===== src/rtl/fp_add_arbiter.sv =====
// ---------------------------------------------------------------------------
// fp_add_arbiter
//
// Round-robin scheduler that shares one external combinational
// single-precision adder among N requesters. A requester's operand pair is
// accepted with a valid/ready handshake and latched onto the adder inputs.
// One cycle later the adder's sum is captured and returned, tagged with the
// index of the requester that supplied the operands.
//
// Parameters
//   N    number of requesters (2..16)
//   IDW  requester ID width, 2**IDW >= N
//
// Ports
//   clk         rising-edge clock
//   rst         asynchronous active-high reset
//   req_valid   [N]     per-requester operand valid
//   req_ready   [N]     per-requester accept (one-hot or zero, IDLE only)
//   req_a       [N*32]  operand A, requester i in bits [32i+31:32i]
//   req_b       [N*32]  operand B, same packing as req_a
//   add_a       [32]    operand A to the shared adder (registered)
//   add_b       [32]    operand B to the shared adder (registered)
//   add_sum     [32]    combinational sum returned by the shared adder
//   resp_valid          result available
//   resp_ready          consumer accepts result
//   resp_data   [32]    registered sum
//   resp_id     [IDW]   requester that owns resp_data
//   busy                high whenever the scheduler is not in IDLE
//
// Build option
//   FPADD_ARB_ZERO_BYPASS_EN  when defined, an operand whose exponent field is
//   zero (zero or denormal) is bypassed: the other operand is returned instead
//   of add_sum, working around the adder's forced hidden bit.
// ---------------------------------------------------------------------------
module fp_add_arbiter #(
    parameter int N   = 4,
    parameter int IDW = 2
) (
    input  logic              clk,
    input  logic              rst,
    input  logic [N-1:0]      req_valid,
    output logic [N-1:0]      req_ready,
    input  logic [N*32-1:0]   req_a,
    input  logic [N*32-1:0]   req_b,
    output logic [31:0]       add_a,
    output logic [31:0]       add_b,
    input  logic [31:0]       add_sum,
    output logic              resp_valid,
    input  logic              resp_ready,
    output logic [31:0]       resp_data,
    output logic [IDW-1:0]    resp_id,
    output logic              busy
);

    localparam logic [1:0] S_IDLE = 2'd0;
    localparam logic [1:0] S_ADD  = 2'd1;
    localparam logic [1:0] S_RESP = 2'd2;

    // N expressed one bit wider than an ID so modulo-N wrap can be compared
    localparam logic [IDW:0] W_N = (IDW+1)'(N);

    logic [1:0]     r_state;
    logic [IDW-1:0] r_rr_ptr;
    logic [IDW-1:0] r_gnt_id;
    logic [31:0]    r_add_a;
    logic [31:0]    r_add_b;
    logic           r_resp_valid;
    logic [31:0]    r_resp_data;
    logic [IDW-1:0] r_resp_id;

    logic [2*N-1:0] w_req_dbl;
    logic [2*N-1:0] w_req_rot_full;
    logic [N-1:0]   w_req_rot;
    logic           w_gnt_any;
    logic [IDW-1:0] w_gnt_off;
    logic [IDW:0]   w_gnt_sum;
    logic [IDW-1:0] w_gnt_idx;
    logic [IDW:0]   w_nxt_ext;
    logic [IDW-1:0] w_nxt_ptr;
    logic           w_accept;
    logic [31:0]    w_sel_a;
    logic [31:0]    w_sel_b;
    logic [31:0]    w_result;

    // Rotate the request vector so that bit 0 corresponds to rr_ptr; the
    // lowest set bit of the rotated vector is then the round-robin winner.
    assign w_req_dbl      = {req_valid, req_valid};
    assign w_req_rot_full = w_req_dbl >> r_rr_ptr;
    assign w_req_rot      = w_req_rot_full[N-1:0];

    // Lowest-offset requester wins: scan downward so the last hit is lowest.
    always_comb begin
        w_gnt_any = 1'b0;
        w_gnt_off = '0;
        for (int k = N - 1; k >= 0; k--) begin
            if (w_req_rot[k]) begin
                w_gnt_any = 1'b1;
                w_gnt_off = k[IDW-1:0];
            end
        end
    end

    // Map the offset back to an absolute requester index, modulo N. Both
    // terms are below N, so a single conditional subtract suffices.
    assign w_gnt_sum = {1'b0, r_rr_ptr} + {1'b0, w_gnt_off};
    assign w_gnt_idx = (w_gnt_sum >= W_N) ? IDW'(w_gnt_sum - W_N) : IDW'(w_gnt_sum);

    assign w_nxt_ext = {1'b0, w_gnt_idx} + (IDW+1)'(1);
    assign w_nxt_ptr = (w_nxt_ext == W_N) ? '0 : IDW'(w_nxt_ext);

    assign w_accept  = (r_state == S_IDLE) && w_gnt_any;
    assign req_ready = w_accept ? (N'(1) << w_gnt_idx) : '0;

    // Operand mux for the granted requester.
    always_comb begin
        w_sel_a = '0;
        w_sel_b = '0;
        for (int i = 0; i < N; i++) begin
            if (w_gnt_idx == IDW'(i)) begin
                w_sel_a = req_a[i*32 +: 32];
                w_sel_b = req_b[i*32 +: 32];
            end
        end
    end

    // Value captured into resp_data at the end of ADD.
    always_comb begin
        w_result = add_sum;
`ifdef FPADD_ARB_ZERO_BYPASS_EN
        // Zero/denormal operands are mis-added by the adder's forced hidden
        // bit, so return the other operand unchanged instead.
        if (r_add_a[30:23] == 8'd0) begin
            w_result = r_add_b;
        end else if (r_add_b[30:23] == 8'd0) begin
            w_result = r_add_a;
        end
`endif
    end

    always_ff @(posedge clk or posedge rst) begin
        if (rst) begin
            r_state      <= S_IDLE;
            r_rr_ptr     <= '0;
            r_gnt_id     <= '0;
            r_add_a      <= '0;
            r_add_b      <= '0;
            r_resp_valid <= 1'b0;
            r_resp_data  <= '0;
            r_resp_id    <= '0;
        end else begin
            case (r_state)
                S_IDLE: begin
                    // The pointer only moves on an accepted grant.
                    if (w_accept) begin
                        r_add_a  <= w_sel_a;
                        r_add_b  <= w_sel_b;
                        r_gnt_id <= w_gnt_idx;
                        r_rr_ptr <= w_nxt_ptr;
                        r_state  <= S_ADD;
                    end
                end
                S_ADD: begin
                    r_resp_data  <= w_result;
                    r_resp_id    <= r_gnt_id;
                    r_resp_valid <= 1'b1;
                    r_state      <= S_RESP;
                end
                S_RESP: begin
                    // add_a/add_b are left untouched so the adder inputs
                    // stay quiet until the next grant.
                    if (resp_ready) begin
                        r_resp_valid <= 1'b0;
                        r_state      <= S_IDLE;
                    end
                end
                default: begin
                    r_resp_valid <= 1'b0;
                    r_state      <= S_IDLE;
                end
            endcase
        end
    end

    assign add_a      = r_add_a;
    assign add_b      = r_add_b;
    assign resp_valid = r_resp_valid;
    assign resp_data  = r_resp_data;
    assign resp_id    = r_resp_id;
    assign busy       = (r_state != S_IDLE);

endmodule


===== config.mk =====
export PLATFORM = sky130hd
export DESIGN_NAME = fp_add_arbiter
export DESIGN_NICKNAME = d
export VERILOG_FILES = /design/src/rtl/fp_add_arbiter.sv
export SDC_FILE = /design/constraint.sdc
export NUM_CORES = 1
export LEC_CHECK = 0
export CAP_MARGIN = 30
export CORE_AREA = 3 3 154 156
export DETAILED_ROUTE_END_ITERATION = 8
export DIE_AREA = 0 0 157 159
export PLACE_DENSITY_LB_ADDON = 0.3
export SLEW_MARGIN = 5
export SYNTH_ARGS = -nofsm -noshare
export SYNTH_HDL_FRONTEND = slang
export SYNTH_SLANG_ARGS = --single-unit
export TNS_END_PERCENT = 50

===== constraint.sdc =====
create_clock -name clk -period 8.1 [get_ports clk]
set_input_delay 1.62 -clock clk [delete_from_list [all_inputs] [get_ports clk]]
set_output_delay 1.62 -clock clk [all_outputs]
set_load 0.05 [all_outputs]

==> reports/metrics.sh, run 1 <==
STATUS='completed'
CLOCKROOTBUFFER='sky130_fd_sc_hd__clkbuf_16'
CLOCK.FMAX_MHz=145
SYNTH_ENABLE_FLOP_CELLS=0
CRITICAL_PATH.STARTPOINT_TYPE='input port'
FIRST_GLOBAL_VIAS=6096
FINALHOLDWORSTSLACK_NS=0.483
SYN_AREA_PER_CELL_UM2=9.03
GLOBALROUTEOVERFLOWTOTAL=0
GRT_SETUP_UNREPAIRED='no'
NUMCLOCKSINKS=105
REPORT.FINAL.SLEW_VIOL_COUNT=0
NUM_VIAS=6236
POWER.SHARE.COMBINATIONAL=0.750
CRIT_REQUIRED_NS=6.48
PEAKVDDDROP_mV=0.323
PERIOD_SHARE=0.854
DIODES_INSERTED=0
MAX_SLEW.WORST_PIN.SLEW_NS=0.803
AVGVIACOUNTPERCELL=4.85
CTS.REPORTEDPATHS.CLKPINSLEW_NS=0.07
CTS.HTREE.LEVELS=3
PSW_mW=3.00
HOLDCRITPATHCLASS='flip-flop to flip-flop'
SYNTHDOMINANTCELLAREASHARE=0.454
MAX_CAP_VIOL_COUNT=0
FIN_NETS=1297
GP_ROUTABILITY_CONGESTION=0.799
POWER.STATIC_LEAKAGE_nW=3.96
POST-ROUTE-DRC-COUNT=0
SHARE_CLK_OF_TOTAL_POWER=0.084
CP.ARRIVAL_NS=5.30
FIN_SKEW_NS=0.0152
MAXIMUM_NUMBER_OF_PINS_ON_ONE_NET_BEFORE_GLOBAL_ROUTE_REPAIR=81
ROWS=55
SYNTHDOMINANTAREACELLTYPE='sky130_fd_sc_hd__dfrtp_1'
YS.WARNINGS.COUNT=0
GRTUSAGETOTAL=0.173
WORST_SETUP_PATH_END_KIND='primary output'
DETAILEDROUTE.FIRSTITERATIONVIOLATIONS=268
WORST_SLEW_MARGIN_REL=0.464
GLOBAL_ROUTE_WIRE_LENGTH_BEFORE_REPAIR_UM=34100
POWER.DENSITY_CELL_AREA_mW_PER_MM2=546
CTS_REPAIR_RESIZE_COUNT=0
DRT_PASS1_ITERATIONS=5
WS_PATH_TYPE='input port to primary output'
SYNTH.LIB_CELLS_USED.DISTINCT=27
SYNTH.CELL_AREA_MM2=0.00579
PERIOD_NEEDED_NS=6.92
YOSYSSEQAREASHARE=0.454
ROUTEDWLPERCELL_UM=17.8
DP_HPWL_UM=17100
FLOORPLAN.DIE.HEIGHT_UM=159
FIN_SETUP_TNS_NS=0
CLK-INSERTION-DELAY-LATE_NS=0.35
SYNTH.MOST_COMMON_CELL='sky130_fd_sc_hd__dfrtp_1'
TRITONCTS='yes'
ROUTED_WL_UM=22900
SYNTH-SEQ-CELLS=105
POWER.SHARE.SWITCHING=0.533
BUFFER_PORTS.INSERTED=398
YOSYS-TOP-CELLS-COUNT='sky130_fd_sc_hd__dfrtp_1, sky130_fd_sc_hd__nand2_1, sky130_fd_sc_hd__a21oi_1'
CORE_AREA_MM2=0.0225
POST_CTS_SETUP_BUFFER_COUNT=0
HOLDBUFCOUNTCTS=0
SYN_TO_FINAL_GROWTH_PCT=78.0
LAYOUT-DRIVE-GT1-SHARE=0.0659
WORSTPATHCELLLIST='clkdlybuf4s50_1 -> inv_1 -> o21ai_0 -> a21oi_1 -> nor3_1 -> a21oi_1 -> ha_1 -> xnor2_1 -> xor2_1 -> ha_4 -> and2_1 -> clkdlybuf4s50_1'
HOLD_VIOLATIONS=0
DETAIL_ROUTE_ANTENNA_NETS=0
CRITPATHSLOWESTCELL='sky130_fd_sc_hd__clkdlybuf4s50_1'
TIMING.CRITICAL_PATH.FANOUT_MAX=56
SEQUENTIALPOWERSHARE=0.166
MAX-CLOCK-PATH-BUFFERS=2
FP.DIEW_UM=157
IOPINCOUNT=399
POSTSYNTHCELLCOUNT=641
P_INT_mW=2.62
YS_ASYNC_SR_FRACTION=1.00
CPPEAKSTAGEDELAY_NS=0.80
SYN_NETS=941
SYNTH_TOP_FLOP_CELL='sky130_fd_sc_hd__dfrtp_1'
CTS_BUFFERS=9
INITIAL_UTILIZATION=0.257
YOSYS-TOP-CELLS-AREA='sky130_fd_sc_hd__dfrtp_1, sky130_fd_sc_hd__a221oi_1, sky130_fd_sc_hd__nor2b_1'
TIMING.FINAL.SETUP_VIOLATIONS=0
ANTENNA_FOUND_INITIAL=0
DIE_AREA_MM2=0.0250
==> power by group through the flow <==
stage,Clock [mW],Combinational [mW],Sequential [mW]
4_1_cts,0.496,4.29,0.937
3_5_place_dp,0,4.28,0.945
6_report,0.473,4.22,0.933
2_1_floorplan,0,2.23,1.73
3_3_place_gp,0,4.25,0.935
5_1_grt,0.516,4.60,0.967
==> routing by layer <==
| metal | GRT usage | wire length [um] | vias up |
|---|---|---|---|
| met5 | 0 | 0 | - |
| met4 | 0.0517 | 445 | 0 |
| met3 | 0.0568 | 2350 | 24 |
| met2 | 0.303 | 11200 | 296 |
| met1 | 0.200 | 8910 | 2872 |
| li1 | - | - | 3044 |
==> through the flow <==
step	setup WS [ns]	utilization	power, mW	instance area, um2	cells
6_report	1.18	0.458	5.62	10300	1287
5_1_grt	0.871	0.458	6.08	10300	1287
3_5_place_dp	1.16	0.443	5.23	9960	1270
3_3_place_gp	1.24	0.443	5.18	9960	1270
4_1_cts	1.16	0.457	5.72	10300	1286
2_1_floorplan	2.45	-	3.95	5790	641
==> layout by cell type (no fill, tap or decap), drive strengths merged, types with 4 or more instances in the layout <==
cell type        n
nor2             5
clkdlybuf4s50  398
clkbuf           9
a221oi          63
ha               5
buf              8
mux2            34
o211ai           5
inv             10
nand2           72
and2             4
nor2b           66
nor3            64
a21oi           71
o21ai           68
dfrtp          105
==> sequential cells by signal, summed over array words and instances, names as in the netlist <==
name / count
add_a: 32
r_rr_ptr: 2
r_state: 2
resp_id: 2
resp_data: 32
resp_valid: 1
add_b: 32
r_gnt_id: 2
==> worst max-delay path: cells and delay by family <==
kind / cells / cell delay, ns
fa+ha+maj: 2 / 0.76
xor+xnor: 2 / 0.73
simple gates: 2 / 0.39
compound gates: 3 / 0.32
buf+inv: 3 / 1.48
==> cells by family after synthesis <==
family / synth area share
buffers and inverters: 0.0491
adders and majority gates: 0.0108
muxes: 0.0662
and+or+nand+nor: 0.188
xor gates and xnor gates: 0.00454
DFF: 0.454
AOI/OAI and AO/OA: 0.227
==> final timing paths <==
check | from | to | slack, ns | cells past startpoint
setup / recovery | req_valid[0] | req_ready[2] | 1.18 | 12
hold / removal | add_b[20] | add_b[20] | 0.48 | 2
setup reg to reg | r_rr_ptr[1] | add_b[16] | 3.86 | 16
hold reg to reg | add_b[20] | add_b[20] | 0.48 | 2
max in group asynchronous | rst | resp_data[19] | 5.20 | 3
min in group asynchronous | rst | add_b[31] | 1.70 | 2
==> final cells by class <==
| cell class | count | area, um2 |
|---|---|---|
| well taps | 285 | 357 |
| fillers | 2219 | 12200 |
| flip-flops and latches | 105 | 2630 |
| clock inverters | 7 | 92.6 |
| inverters | 5 | 21.3 |
| clock buffers | 9 | 225 |
| repair buffers | 406 | 4060 |
| multi-input cells | 470 | 2920 |
No activity file was read; power rests on OpenSTA's default activity.
==> run 2: changes to the inputs <==
--- a/config.mk
+++ b/config.mk
@@ -5,6 +5,7 @@
 export SDC_FILE = /design/constraint.sdc
 export NUM_CORES = 1
 export LEC_CHECK = 0
+export ABC_CLOCK_PERIOD_IN_PS = 8100
 export CAP_MARGIN = 30
 export CORE_AREA = 3 3 154 156
 export DETAILED_ROUTE_END_ITERATION = 8
==> results of run 2 <==
The final DEF is identical to that of run 1; final timing and power are the same.
==> run 3: changes to the inputs <==
--- a/config.mk
+++ b/config.mk
@@ -10,6 +10,7 @@
 export CORE_AREA = 3 3 154 156
 export DETAILED_ROUTE_END_ITERATION = 8
 export DIE_AREA = 0 0 157 159
+export GPL_TIMING_DRIVEN = 0
 export PLACE_DENSITY_LB_ADDON = 0.3
 export SLEW_MARGIN = 5
 export SYNTH_ARGS = -nofsm -noshare
==> reports/metrics.sh, run 3 (synthesis results as in run 1) <==
STATUS='completed'
LAYOUT-DRIVE-GT1-SHARE=0.0691
ROUTEDWLPERCELL_UM=20.7
CORE_AREA_MM2=0.0225
SEQUENTIALPOWERSHARE=0.156
MAX-CLOCK-PATH-BUFFERS=2
FLOORPLAN.DIE.HEIGHT_UM=159
DIE_AREA_MM2=0.0250
GRTUSAGETOTAL=0.212
DRT_PASS1_ITERATIONS=5
MAX_SLEW.WORST_PIN.SLEW_NS=0.950
GRT_SETUP_UNREPAIRED='no'
LAYOUTNONFILLERINSTCOUNT=1343
POWER.SHARE.SWITCHING=0.554
NUM_VIAS=6641
BUFFER_PORTS.INSERTED=398
REG2REG_SLACK_NS=4.31
RR_STARTPOINT='r_rr_ptr[1]'
POWER.DENSITY_CELL_AREA_mW_PER_MM2=572
WHS_ENDPOINT='add_b[0]'
DETAIL_ROUTE_ANTENNA_NETS=0
TIMING.CRITICAL_PATH.FANOUT_MAX=10
CTS.HTREE.LEVELS=3
CTS.REPORTEDPATHS.CLKPINSLEW_NS=0.08
HOLD_VIOLATIONS=0
DETAILEDPLACE.WORSTSLACK_NS=0.456
GLOBALROUTEOVERFLOWTOTAL=0
REPORT.FINAL.SLEW_VIOL_COUNT=0
CTS_REPAIR_RESIZE_COUNT=0
ROUTED_WL_UM=27800
ANTENNA_FOUND_INITIAL=1
LAYOUT_COMMON_CELLS='sky130_fd_sc_hd__clkdlybuf4s50_1, sky130_fd_sc_hd__dfrtp_1, sky130_fd_sc_hd__nand2_1, sky130_fd_sc_hd__a21oi_1, sky130_fd_sc_hd__nor2b_1'
TIMING.FINAL.SETUP_VIOLATIONS=0
PEAKVDDDROP_mV=0.241
MIN_PATH_CELLS=2
TRITONCTS='yes'
CRIT_REQUIRED_NS=6.48
CLOCKROOTBUFFER='sky130_fd_sc_hd__clkbuf_16'
POWER.SHARE.COMBINATIONAL=0.769
CTS_BUFFERS=9
CRITICAL_PATH.STARTPOINT_TYPE='input port'
WORST_R2R_END='add_a[27]'
POST_CTS_SETUP_BUFFER_COUNT=0
DP_HPWL_UM=22200
MAXIMUM_NUMBER_OF_PINS_ON_ONE_NET_BEFORE_GLOBAL_ROUTE_REPAIR=58
LAYOUT.CELLS.MOST_COMMON='sky130_fd_sc_hd__clkdlybuf4s50_1'
FP.DIEW_UM=157
HOLDBUFCOUNTCTS=0
GLOBAL_ROUTE_WIRE_LENGTH_BEFORE_REPAIR_UM=40100
FIN_NETS=1352
WORST_SLEW_MARGIN_REL=0.367
INITIAL_UTILIZATION=0.257
NUMCLOCKSINKS=105
POWER.STATIC_LEAKAGE_nW=4.06
WORST_SETUP_PATH_END_KIND='primary output'
DETAILEDROUTE.FIRSTITERATIONVIOLATIONS=362
HOLDCRITPATHCLASS='flip-flop to flip-flop'
FIN_SETUP_TNS_NS=0
DP.CELLS=1326
SHARE_CLK_OF_TOTAL_POWER=0.075
P_INT_mW=2.68
POST-ROUTE-DRC-COUNT=0
AVGVIACOUNTPERCELL=4.94
PERIOD_SHARE=0.945
WS_PATH_TYPE='input port to primary output'
PERIOD_NEEDED_NS=7.65
FINAL_CRITICAL_PATH_SETUP_SLACK_NS=0.447
GP_ROUTABILITY_CONGESTION=0.861
FIN_SKEW_NS=0.00944
FIRST_GLOBAL_VIAS=6801
WORST-R2R-CELL-COUNT=14
CLOCK.FMAX_MHz=131
CLK-INSERTION-DELAY-LATE_NS=0.35
MIN_FROM='add_b[0]'
PSW_mW=3.32
CP.ARRIVAL_NS=6.03
IOPINCOUNT=399
MAX_CAP_VIOL_COUNT=0
ROWS=55
SYN_TO_FINAL_GROWTH_PCT=81.1
-- run 3: how the worst max path moves through the flow --
stage / start / to / slack [ns]
after floorplan: req_valid[0] / req_ready[3] / 2.45
after global placement: req_valid[0] / req_ready[3] / 0.39
after detailed placement: req_valid[0] / req_ready[2] / 0.46
after CTS: req_valid[0] / req_ready[2] / 0.44
after global routing: req_valid[0] / req_ready[2] / 0.13
final: req_valid[0] / req_ready[2] / 0.45
-- run 3: cell type report --
class / instances / area [um2]
multi-input cells: 470 / 2880
repair buffers: 400 / 4030
inverters: 5 / 23.8
flip-flops and latches: 105 / 2630
clock buffers: 9 / 225
plain buffers: 61 / 265
diodes: 1 / 2.50
well taps: 285 / 357
clock inverters: 7 / 77.6
fillers: 2231 / 12000
-- run 3: power by group through the flow --
stage | registers (mW) | clock network, mW | logic, mW
finish | 0.936 | 0.447 | 4.61
global route | 0.969 | 0.481 | 4.99
floorplan | 1.73 | 0 | 2.23
global placement | 0.935 | 0 | 4.60
detailed placement | 0.947 | 0 | 4.66
CTS | 0.938 | 0.463 | 4.66
-- run 3: worst max-delay path: stages --
cell and delay, ns:
sky130_fd_sc_hd__clkdlybuf4s50_1 0.59, sky130_fd_sc_hd__inv_1 0.10, sky130_fd_sc_hd__o21ai_0 0.19, sky130_fd_sc_hd__a21oi_1 0.09, sky130_fd_sc_hd__nor3_1 0.17, sky130_fd_sc_hd__a21oi_1 0.07
sky130_fd_sc_hd__ha_1 0.20, sky130_fd_sc_hd__xnor2_1 0.35, sky130_fd_sc_hd__xor2_1 0.24, sky130_fd_sc_hd__ha_1 0.24, sky130_fd_sc_hd__clkbuf_1 0.69, sky130_fd_sc_hd__clkbuf_1 0.47
sky130_fd_sc_hd__and2_1 0.20, sky130_fd_sc_hd__clkdlybuf4s50_1 0.80
-- run 3: per-stage QoR --
step	hold slack, ns	instance area (um2)	power, mW	utilization
final	0.481	10500	6.00	0.466
after floorplan	0.450	5790	3.95	-
after global placement	0.461	10100	5.54	0.450
after detailed placement	0.469	10200	5.60	0.452
after global routing	0.510	10500	6.44	0.466
after CTS	0.489	10500	6.06	0.466
-- run 3: per-layer routing --
metal,vias up,GRT usage,part of all wire
met5,-,0,0
met4,0,0.0716,0.028
met3,41,0.0601,0.087
met2,323,0.374,0.50
met1,3121,0.244,0.39
li1,3156,-,-
